### src/rtl/tt_um_hoene_smart_led_pkg.sv
// Shared types for the smart-LED receive path: FSM states, bit phase and interval classes.
package tt_um_hoene_smart_led_pkg;

  typedef enum logic [1:0] {StIdle, StTrain, StHunt, StData} rx_state_e;

  typedef enum logic {PhMid, PhBoundary} phase_e;

  typedef enum logic [1:0] {IvGlitch, IvShort, IvLong, IvOver} ival_e;

  // Thresholds sit halfway between the nominal H and 2H interval lengths.
  function automatic ival_e classify(input logic [31:0] cnt, input logic [31:0] half_period);
    logic [31:0] h2;
    h2 = half_period >> 1;
    if (cnt < h2) return IvGlitch;
    if (cnt < half_period + h2) return IvShort;
    if (cnt < (half_period << 1) + h2) return IvLong;
    return IvOver;
  endfunction

endpackage

### src/rtl/tt_um_hoene_edge_timer.sv
// Two-flop edge detector with a saturating counter of clk cycles since the last edge.
module tt_um_hoene_edge_timer #(
  parameter int unsigned CntW = 8
) (
  input  logic            clk,
  input  logic            rst_n,
  input  logic            in_i,
  output logic            edge_o,
  output logic            rise_o,
  output logic [CntW-1:0] cnt_o
);

  logic            in_q, in_qq;
  logic [CntW-1:0] cnt_q;

  assign edge_o = in_q ^ in_qq;
  assign rise_o = in_q & ~in_qq;
  assign cnt_o  = cnt_q;

  always_ff @(posedge clk or negedge rst_n) begin
    if (!rst_n) begin
      in_q  <= 1'b0;
      in_qq <= 1'b0;
      cnt_q <= '0;
    end else begin
      in_q  <= in_i;
      in_qq <= in_q;
      if (edge_o) begin
        cnt_q <= CntW'(1);
      end else if (cnt_q != '1) begin
        cnt_q <= cnt_q + CntW'(1);
      end
    end
  end

endmodule

### src/rtl/tt_um_hoene_manchester_rx.sv
// Manchester receiver: learns the half-period from a '1' preamble, then decodes MSB-first words
// after a '0' start bit. Strobes and sync state are registered once more so they line up.
module tt_um_hoene_manchester_rx
  import tt_um_hoene_smart_led_pkg::*;
#(
  parameter int unsigned CNT_W       = 8,
  parameter int unsigned WORD_W      = 24,
  parameter int unsigned TRAIN_EDGES = 8,
  parameter int unsigned MIN_HALF    = 3
) (
  input  logic              clk,
  input  logic              rst_n,
  input  logic              in,
  output logic [WORD_W-1:0] out_data,
  output logic              out_valid,
  output logic              out_error,
  output logic              out_insync,
  output logic [CNT_W-1:0]  out_pulsewidth
);

  localparam int unsigned TrainLog = $clog2(TRAIN_EDGES);
  localparam int unsigned SumW     = CNT_W + TrainLog;
  localparam int unsigned NW       = TrainLog + 1;
  localparam int unsigned BW       = $clog2(WORD_W);
  localparam int unsigned XW       = CNT_W + 2;
  localparam logic [CNT_W-1:0] CntMax  = '1;
  localparam logic [NW-1:0]    NFull   = NW'(TRAIN_EDGES);
  localparam logic [CNT_W-1:0] MinH    = CNT_W'(MIN_HALF);
  localparam logic [BW-1:0]    LastBit = BW'(WORD_W - 1);

  logic             line_edge, line_rise;
  logic [CNT_W-1:0] cnt;

  tt_um_hoene_edge_timer #(
    .CntW (CNT_W)
  ) u_edge_timer (
    .clk    (clk),
    .rst_n  (rst_n),
    .in_i   (in),
    .edge_o (line_edge),
    .rise_o (line_rise),
    .cnt_o  (cnt)
  );

  rx_state_e         state_q, state_d;
  phase_e            phase_q, phase_d;
  logic [CNT_W-1:0]  ref_q, ref_d, h_q, h_d;
  logic [SumW-1:0]   sum_q, sum_d;
  logic [NW-1:0]     n_q, n_d;
  logic [BW-1:0]     bitcnt_q, bitcnt_d;
  logic [WORD_W-1:0] shreg_q, shreg_d, data_q, data_d;
  logic              valid_q, valid_d, error_q, error_d;

  logic [XW-1:0]    cnt_x, ref_x, h_x, three_h, limit_x, tol_lo, tol_hi;
  logic             in_tol, timeout, mid_edge, bad_edge;
  logic [CNT_W-1:0] h_est;
  ival_e            cls;

  assign cnt_x   = XW'(cnt);
  assign ref_x   = XW'(ref_q);
  assign h_x     = XW'(h_q);
  assign three_h = (h_x << 1) + h_x;
  // A 3H beyond the counter range would never match, so time out at saturation instead.
  assign limit_x = (three_h > XW'(CntMax)) ? XW'(CntMax) : three_h;
  assign tol_lo  = ref_x - (ref_x >> 2);
  assign tol_hi  = ref_x + (ref_x >> 2);
  assign in_tol  = (cnt_x >= tol_lo) && (cnt_x <= tol_hi);
  assign timeout = ((state_q == StHunt) || (state_q == StData)) && (cnt_x == limit_x);
  assign cls     = classify(32'(cnt), 32'(h_q));

  always_comb begin
    state_d  = state_q;
    phase_d  = phase_q;
    ref_d    = ref_q;
    sum_d    = sum_q;
    n_d      = n_q;
    h_d      = h_q;
    bitcnt_d = bitcnt_q;
    shreg_d  = shreg_q;
    data_d   = data_q;
    valid_d  = 1'b0;
    error_d  = 1'b0;
    h_est    = '0;
    mid_edge = 1'b0;
    bad_edge = 1'b0;

    unique case (state_q)
      StIdle: begin
        if (line_edge) begin
          state_d = StTrain;
          ref_d   = '0;
          sum_d   = '0;
          n_d     = '0;
        end
      end
      StTrain: begin
        if (cnt == CntMax) begin
          state_d = StIdle;
        end else if (line_edge) begin
          if (ref_q != '0 && in_tol) begin
            if (n_q != NFull) begin
              sum_d = sum_q + SumW'(cnt);
              n_d   = n_q + NW'(1);
            end
          end else begin
            ref_d = cnt;
            sum_d = SumW'(cnt);
            n_d   = NW'(1);
          end
          if (line_rise && n_d == NFull) begin
            h_est = sum_d[SumW-1:TrainLog];
            if (h_est < MinH) begin
              ref_d = '0;
              sum_d = '0;
              n_d   = '0;
            end else begin
              h_d     = h_est;
              phase_d = PhMid;
              state_d = StHunt;
            end
          end
        end
      end
      StHunt, StData: begin
        if (timeout) begin
          state_d  = StIdle;
          error_d  = (bitcnt_q != '0);
          bitcnt_d = '0;
        end else if (line_edge) begin
          unique case (cls)
            IvGlitch: bad_edge = 1'b1;
            IvShort: begin
              if (phase_q == PhMid) begin
                phase_d = PhBoundary;
              end else begin
                phase_d  = PhMid;
                mid_edge = 1'b1;
              end
            end
            IvLong: begin
              if (phase_q == PhMid) mid_edge = 1'b1;
              else bad_edge = 1'b1;
            end
            IvOver: bad_edge = 1'b1;
          endcase

          if (bad_edge) begin
            error_d  = 1'b1;
            state_d  = StIdle;
            bitcnt_d = '0;
          end else if (mid_edge) begin
            if (state_q == StHunt) begin
              if (!line_rise) begin
                state_d  = StData;
                bitcnt_d = '0;
              end
            end else begin
              shreg_d = {shreg_q[WORD_W-2:0], line_rise};
              if (bitcnt_q == LastBit) begin
                data_d   = shreg_d;
                valid_d  = 1'b1;
                bitcnt_d = '0;
              end else begin
                bitcnt_d = bitcnt_q + BW'(1);
              end
            end
          end
        end
      end
    endcase
  end

  always_ff @(posedge clk or negedge rst_n) begin
    if (!rst_n) begin
      state_q        <= StIdle;
      phase_q        <= PhMid;
      ref_q          <= '0;
      sum_q          <= '0;
      n_q            <= '0;
      h_q            <= '0;
      bitcnt_q       <= '0;
      shreg_q        <= '0;
      data_q         <= '0;
      valid_q        <= 1'b0;
      error_q        <= 1'b0;
      out_data       <= '0;
      out_valid      <= 1'b0;
      out_error      <= 1'b0;
      out_insync     <= 1'b0;
      out_pulsewidth <= '0;
    end else begin
      state_q        <= state_d;
      phase_q        <= phase_d;
      ref_q          <= ref_d;
      sum_q          <= sum_d;
      n_q            <= n_d;
      h_q            <= h_d;
      bitcnt_q       <= bitcnt_d;
      shreg_q        <= shreg_d;
      data_q         <= data_d;
      valid_q        <= valid_d;
      error_q        <= error_d;
      out_data       <= data_q;
      out_valid      <= valid_q;
      out_error      <= error_q;
      out_insync     <= (state_q == StHunt) || (state_q == StData);
      out_pulsewidth <= h_q;
    end
  end

endmodule

### config.mk
export PLATFORM = sky130hd
export DESIGN_NAME = tt_um_hoene_manchester_rx
export DESIGN_NICKNAME = d
export VERILOG_FILES = /design/src/rtl/tt_um_hoene_smart_led_pkg.sv /design/src/rtl/tt_um_hoene_edge_timer.sv /design/src/rtl/tt_um_hoene_manchester_rx.sv
export SDC_FILE = /design/constraint.sdc
export NUM_CORES = 1
export LEC_CHECK = 0
export CAP_MARGIN = 20
export CELL_PAD_IN_SITES_DETAIL_PLACEMENT = 0
export CELL_PAD_IN_SITES_GLOBAL_PLACEMENT = 1
export CORE_MARGIN = 5
export CORE_UTILIZATION = 56
export CTS_BUF_LIST = sky130_fd_sc_hd__clkbuf_4
export CTS_CLUSTER_SIZE = 12
export DETAILED_ROUTE_END_ITERATION = 6
export DONT_BUFFER_PORTS = 1
export PLACE_DENSITY = 0.91
export SYNTH_ARGS = -nofsm -noshare
export SYNTH_HDL_FRONTEND = slang
export SYNTH_SLANG_ARGS = --single-unit
### constraint.sdc
create_clock -name clk -period 7.33 [get_ports clk]
set_input_delay 1.0995 -clock clk [delete_from_list [all_inputs] [get_ports clk]]
set_output_delay 1.0995 -clock clk [all_outputs]
set_load 0.01 [all_outputs]
## Yosys cells after proc, flatten, opt, wreduce, memory -nomap -nowiden

Index checks and enable logic that the tools add are counted.

| word-level totals | value |
|---|---|
| flip-flop bits (word level) | 133 |
| input port bits | 3 |
| output and inout port bits | 35 |
| logic and storage cells | 186 |

| cells by class | value |
|---|---|
| add/sub/neg operators | 9 |
| magnitude comparators | 7 |
| equality and inequality tests | 28 |
| multiplexer cells | 92 |
| bitwise operators | 8 |
| reduce and logical (&&, ||, !) cells | 23 |

Operator list:

| operator | count |
|---|---|
| $mux 11 | 10 |
| $mux 8 | 8 |
| $mux 4 | 10 |
| $mux 5 | 7 |
| $mux 2 | 17 |
| $mux 1 | 32 |
| $pmux 11 s2 | 1 |
| $ne 4x4->1 const B | 4 |
| $pmux 8 s2 | 1 |
| $reduce_and 8->1 | 2 |
| $ne 2x2->1 const B | 7 |
| $ne 3x3->1 const B | 4 |
| $add 11x8->11 | 1 |
| $add 9x7->10 | 1 |
| $add 9x8->10 | 1 |
| $eq 8x10->1 | 1 |
| $ge 8x10->1 | 1 |
| $gt 10x8->1 const B | 1 |
| $lt 8x10->1 | 1 |
| $mux 10 | 1 |
| $add 8x6->9 | 1 |
| $add 8x7->9 | 1 |
| $le 8x9->1 | 1 |
| $lt 8x9->1 | 1 |
| other kinds (32) | 52 |

## Logic depth before layout (Yosys ltp)

| logic depth | value |
|---|---|
| depth in word-level cells | 19 |
| depth in mapped cells | 23 |
| mapped depth without buffers | 22 |

## Modules after synthesis

A second synthesis with hierarchy kept.

| unflattened totals | value |
|---|---|
| cell total of the unflattened synthesis | 770 |
| area, all modules | 7940.1 um^2 |

By module, submodules not included:

| module | instances | cells an instance | area each (um^2) | sequential area each (um^2) |
|---|---|---|---|---|
| tt_um_hoene_manchester_rx | 1 | 726 | 7460.9 | 3078.0 |
| tt_um_hoene_edge_timer | 1 | 44 | 479.2 | 250.2 |

## Worst setup path after synthesis

Ideal clock, no wire load.

| timing | value |
|---|---|
| kind | reg2reg |
| start | reg h_q[0] |
| end | reg data_q[10] |
| library setup time | 0.125 ns |
| data arrival time | 4.565 ns |
| data required time | 7.205 ns |
| path slack | 2.640 ns |
| stages on the path, launching flop included | 23 |
| path buffers | 2 |
| clock period less this slack | 4.690 ns |
| cells stage by stage | dfrtp_1 ha_1 fa_1 a211oi_2 nor2_1 xor2_1 inv_1 ha_1 o21a_1 o21a_1 o21ai_0 a21o_1 a21oi_1 or2_2 ha_1 a21oi_1 or2_2 nand4_1 a31oi_4 and4_4 buf_6 buf_6 mux2_4 |

| between the ends | value |
|---|---|
| cells in the longest elaborated chain, start to end | 16 |
| elaborated cells on any way between the ends | 35 |
| those cells by class | add/sub (3); order compare (3); eq/ne (4); mux (19); bitwise (2); reduce/logical (4) |

RTL lines:

| element | line | text |
|---|---|---|
| start: declaration | tt_um_hoene_manchester_rx.sv:47 | `logic [CNT_W-1:0] ref_q, ref_d, h_q, h_d;` |
| start signal: assignment | tt_um_hoene_manchester_rx.sv:180 | `h_q <= '0;` |
| start signal: assignment | tt_um_hoene_manchester_rx.sv:197 | `h_q <= h_d;` |
| $add 9x7->10 | tt_um_hoene_smart_led_pkg.sv:16 | `if (cnt < (half_period << 1) + h2) return IvLong;` |
| $lt 8x10->1 | tt_um_hoene_smart_led_pkg.sv:16 |  |
| $mux 1 (2 in series) | tt_um_hoene_smart_led_pkg.sv:16 |  |
| $mux 1 | tt_um_hoene_smart_led_pkg.sv:15 | `if (cnt < half_period + h2) return IvShort;` |
| $mux 2 | tt_um_hoene_smart_led_pkg.sv:17 | `return IvOver;` |
| $mux 2 | tt_um_hoene_smart_led_pkg.sv:16 |  |
| $mux 2 | tt_um_hoene_smart_led_pkg.sv:15 |  |
| $eq 2x2->1 / $logic_not 2->1 (equally long branches) | tt_um_hoene_manchester_rx.sv:130 | `unique case (cls)` |
| $reduce_or 2->1 (no source line) | -- |  |
| $pmux 1 s2 | tt_um_hoene_manchester_rx.sv:130 |  |
| $mux 1 | tt_um_hoene_manchester_rx.sv:129 | `end else if (line_edge) begin` |
| $mux 1 | tt_um_hoene_manchester_rx.sv:125 | `if (timeout) begin` |
| $mux 1 | tt_um_hoene_manchester_rx.sv:87 | `unique case (state_q)` |
| $not 1->1 (no source line) | -- |  |
| $reduce_and 7->1 (no source line) * | -- |  |
| end signal: assignment | tt_um_hoene_manchester_rx.sv:200 | `data_q <= data_d;` |
| end: declaration | tt_um_hoene_manchester_rx.sv:51 | `logic [WORD_W-1:0] shreg_q, shreg_d, data_q, data_d;` |

Every way passes the cells marked *; elsewhere a longest branch is shown, timed or not. The select of a mux whose other input is x is not followed.
A chain may end at the register's enable or synchronous reset.

## Worst setup path after layout

| timing | value |
|---|---|
| start | reg h_q[0] |
| end | reg data_q[2] |

The elaborated chain is that of the path after synthesis.

==> flow_summary.rst <==
.. list-table::
   :header-rows: 1

   * - Metric
     - Value
   * - Longest individual stage delay on the worst path
     - 680 ps
   * - Kind of cell with the highest combined delay on the critical path
     - compound AO/OA/AOI/OAI gates
   * - Horiz. Die Dim
     - around 130 um
   * - Via count of the first global-routing pass
     - 5,462
   * - Global-route wire length before repair
     - 26,900 um
   * - Cell chosen for the clock root
     - sky130_fd_sc_hd__clkbuf_4
   * - Achievable Freq
     - 176 MHz
   * - Synth warn
     - 0
   * - Setup clock skew after layout
     - 20.7 ps
   * - Post-synthesis net count
     - 835
   * - Post-CTS Setup Repair Bufs
     - 0
   * - Die area
     - 16,600 um^2
   * - Number of distinct library cell variants in the gate-level netlist after synthesis
     - 67
   * - Fill cells
     - 1,114
   * - Starting Density
     - 0.571
   * - Worst skew pair latency
     - about 530 ps
   * - Detailed-router iteration count before antenna repair
     - 4
   * - Final TNS setup
     - 0 ps
   * - Most common cell type on the critical path
     - sky130_fd_sc_hd__ha_1
   * - Endpoint arrival time on the critical path
     - 6100 ps
   * - Routed wire length
     - 16,100 um
   * - Buffer levels on the longest clock path
     - 2
   * - Maximum number of pins on one net before global-route repair
     - 134
   * - Max-slew violation count
     - 0
   * - Crit path required time
     - 7760 ps
   * - Final hold violations
     - 0
   * - Cell with the largest stage delay on the worst path
     - sky130_fd_sc_hd__a31oi_4
   * - Number of antenna violations at the first check in global routing
     - 1
   * - Total half-perimeter wirelength after legalization and detailed placement
     - 11,500 um
   * - Critical path fanouts, max
     - 25
   * - Placer congestion estimate
     - ~0.86
   * - Iteration-0 DRC count of the detailed router
     - 419
   * - Final setup fails
     - 0
   * - Buf/Inv on CP
     - 1
   * - Die H
     - 129 um
   * - Share of post-route cells with drive strength above 1
     - 0.142
   * - Via count
     - roughly 5,600
   * - Total power divided by cell area
     - 212 nW/um^2
   * - Run status
     - completed
   * - Std-Cell Rows
     - 43
   * - Clock transition at the register clock pins on the worst setup and hold paths after CTS
     - approximately 130 ps
   * - Final std cells w/o fill
     - 945
   * - CTS Hold Bufs
     - 0
   * - Number of max-capacitance violations reported
     - 0
   * - Cell Count Post-Placement
     - 911
   * - Part of the cycle the worst path needs
     - 0.774
   * - Worst-margin pin slew
     - 803 ps
   * - EDFF count, synth
     - 0
   * - GRT Residual Overflow
     - 0
   * - Cells after synthesis
     - 748
   * - Port Buf Inserts
     - 0
   * - Tightest hold margin
     - 235 ps
   * - Syn Std Cell Area
     - around 7900 um^2
   * - Static leakage
     - 4.06 nW
   * - Worst Hold Class
     - input pin to asynchronous set/reset pin
   * - Ys async rst share
     - 1.00
   * - CTS HTree Levels
     - 4
   * - Register area share after synthesis
     - 0.422
   * - Net count, final
     - 837
   * - Avg Cell Area, Syn
     - 10.5 um^2
   * - Placeable core area
     - 13,800 um^2
   * - Final critical delay including setup and external delays
     - around 5700 ps
   * - Total power
     - around 0.0018 W
   * - GR Util All Layers
     - 0.203
   * - Relative slew slack
     - 0.463
   * - RSZ-0062 raised after global routing
     - false
   * - Wire length per cell after detailed routing
     - between 15 and 20 um
   * - Capturing element type of the critical path
     - flip-flop
   * - Sequence of cells on the critical path
     - ha_1 > fa_1 > a211oi_2 > nor2_1 > xor2_1 > inv_1 > ha_1 > o21a_1 > o21a_1 > o21ai_0 > a21o_1 > a21oi_1 > or2_2 > ha_1 > a21oi_1 > or2_2 > nand4_1 > a31oi_4 > and4_4 > mux2_2
   * - Main synth FF type
     - sky130_fd_sc_hd__dfrtp_1
   * - DRC viols
     - 0
   * - Synthesis-stage register bit count
     - 133
   * - Post-cts repair resize count
     - 0
   * - Area growth from synthesis to layout
     - 5.69%
   * - Clock tree from TritonCTS
     - yes
   * - Critical path class
     - flip-flop to flip-flop
   * - Element type at the critical path start
     - flip-flop
   * - Cts bufs inserted
     - 17
   * - Avg Vias per Cell
     - 5.89
   * - Max IR drop VDD
     - ~0.12 mV
   * - I/O pin total
     - 38
   * - Clk sink count
     - roughly 130
   * - Antenna viol nets, final
     - 0
==> final cells by class <==
class	instances	area [um^2]	area share
flip-flops and latches	133	3330	0.399
well taps	180	225	0.0270
diodes	2	5.00	0.000600
clock inverters	13	149	0.0179
clock buffers	19	143	0.0171
inverters	53	199	0.0239
repair buffers	5	37.5	0.00450
multi-input cells	540	4250	0.510
==> flip-flops by register name, summed over array words and instances (netlist names), 2 cells and up <==
name and flops:
data_q 24, u_edge_timer.cnt_o 8, h_q 8, sum_q 11
state_q 2, out_pulsewidth 8, n_q 4, ref_q 8
shreg_q 23, bitcnt_q 5, out_data 24
==> power by group <==
group          total (W)  switching [W]  leakage, nW  internal [W]
Sequential      0.000786      0.0000317         1.83      0.000754
Combinational   0.000482       0.000267         2.07      0.000214
Clock           0.000496       0.000282        0.155      0.000215
==> final timing paths <==
path / start / to / slack [ps] / depth (start not counted)
setup / recovery: h_q[0] / data_q[2] / 1660 / 20
hold / removal: rst_n / out_data[8] / 240 / 0
max in group asynchronous: rst_n / out_pulsewidth[7] / 6880 / 0
min in group clk: valid_q / out_valid / 360 / 0
setup reg to reg: h_q[0] / data_q[2] / 1660 / 20
hold reg to reg: valid_q / out_valid / 360 / 0
==> cell usage after synthesis (all sizes together) (2+ instances only) <==
cell / n / area share
a211oi: 9 / 0.0098
a21o: 18 / 0.017
a21oi: 46 / 0.029
a22o: 12 / 0.013
a31oi: 9 / 0.0090
and2: 7 / 0.0056
and3: 11 / 0.0087
and4: 2 / 0.0025
buf: 8 / 0.0073
clkbuf: 14 / 0.0067
dfrtp: 133 / 0.42
fa: 5 / 0.013
ha: 79 / 0.13
inv: 53 / 0.025
mux2: 56 / 0.089
mux2i: 4 / 0.0051
nand2: 39 / 0.019
nand2b: 16 / 0.013
nand3: 19 / 0.012
nand4: 5 / 0.0040
nor2: 43 / 0.021
nor2b: 7 / 0.0056
nor3: 9 / 0.0057
nor3b: 2 / 0.0019
nor4: 2 / 0.0016
o2111ai: 3 / 0.0041
o211ai: 6 / 0.0057
o21a: 5 / 0.0048
o21ai: 51 / 0.033
o21bai: 4 / 0.0038
o31a: 2 / 0.0022
o32ai: 2 / 0.0022
o41ai: 2 / 0.0022
or2: 5 / 0.0040
or3: 3 / 0.0024
or3b: 2 / 0.0022
or4: 3 / 0.0029
xnor2: 20 / 0.022
xor2: 15 / 0.017
==> layout by cell type (no fill, tap or decap), types with 6 or more instances in the layout <==
cell type | Yosys | final
sky130_fd_sc_hd__a211oi_1 | 7 | 7
sky130_fd_sc_hd__a21o_1 | 18 | 18
sky130_fd_sc_hd__a21oi_1 | 46 | 46
sky130_fd_sc_hd__a22o_1 | 12 | 12
sky130_fd_sc_hd__a31oi_1 | 8 | 8
sky130_fd_sc_hd__and2_1 | 7 | 7
sky130_fd_sc_hd__and3_1 | 11 | 11
sky130_fd_sc_hd__clkbuf_4 | 0 | 19
sky130_fd_sc_hd__dfrtp_1 | 133 | 133
sky130_fd_sc_hd__ha_1 | 79 | 79
sky130_fd_sc_hd__inv_1 | 53 | 53
sky130_fd_sc_hd__mux2_2 | 37 | 37
sky130_fd_sc_hd__mux2_4 | 19 | 19
sky130_fd_sc_hd__nand2_1 | 39 | 39
sky130_fd_sc_hd__nand2b_1 | 16 | 16
sky130_fd_sc_hd__nand3_1 | 19 | 19
sky130_fd_sc_hd__nor2_1 | 42 | 42
sky130_fd_sc_hd__nor2b_1 | 7 | 7
sky130_fd_sc_hd__nor3_1 | 9 | 9
sky130_fd_sc_hd__o211ai_1 | 6 | 6
sky130_fd_sc_hd__o21ai_0 | 49 | 49
sky130_fd_sc_hd__xnor2_1 | 20 | 20
sky130_fd_sc_hd__xor2_1 | 15 | 15
==> routing by layer <==
layer,GRT usage,wire (um),up-vias,part of all wire
met5,0,0,-,0
met4,0.0735,255,0,0.016
met3,0.0428,576,26,0.036
met2,0.322,7690,126,0.48
met1,0.278,7560,2744,0.47
li1,-,-,2674,-
==> logic make-up (layout without fill, tap and decap cells) <==
kind of cell    Yosys count  after routing  share of synthesized area
compound gates          183            183                      0.154
xor+xnor                 35             35                     0.0389
fa+ha+maj                84             84                      0.138
buf+inv                  75             90                     0.0392
flops                   133            133                      0.422
mux                      60             60                     0.0941
other cells               0              2                          0
simple gates            178            178                      0.114
==> metrics by stage <==
step / util / instance area (um^2) / setup slack (ps)
2_1_floorplan: - / 7890 / 2640
3_3_place_gp: 0.582 / 8040 / 1780
3_5_place_dp: 0.582 / 8040 / 1670
4_1_cts: 0.603 / 8330 / 1630
5_1_grt: 0.603 / 8340 / 1300
6_report: 0.603 / 8340 / 1660
Power figures use the tool's default switching activity.
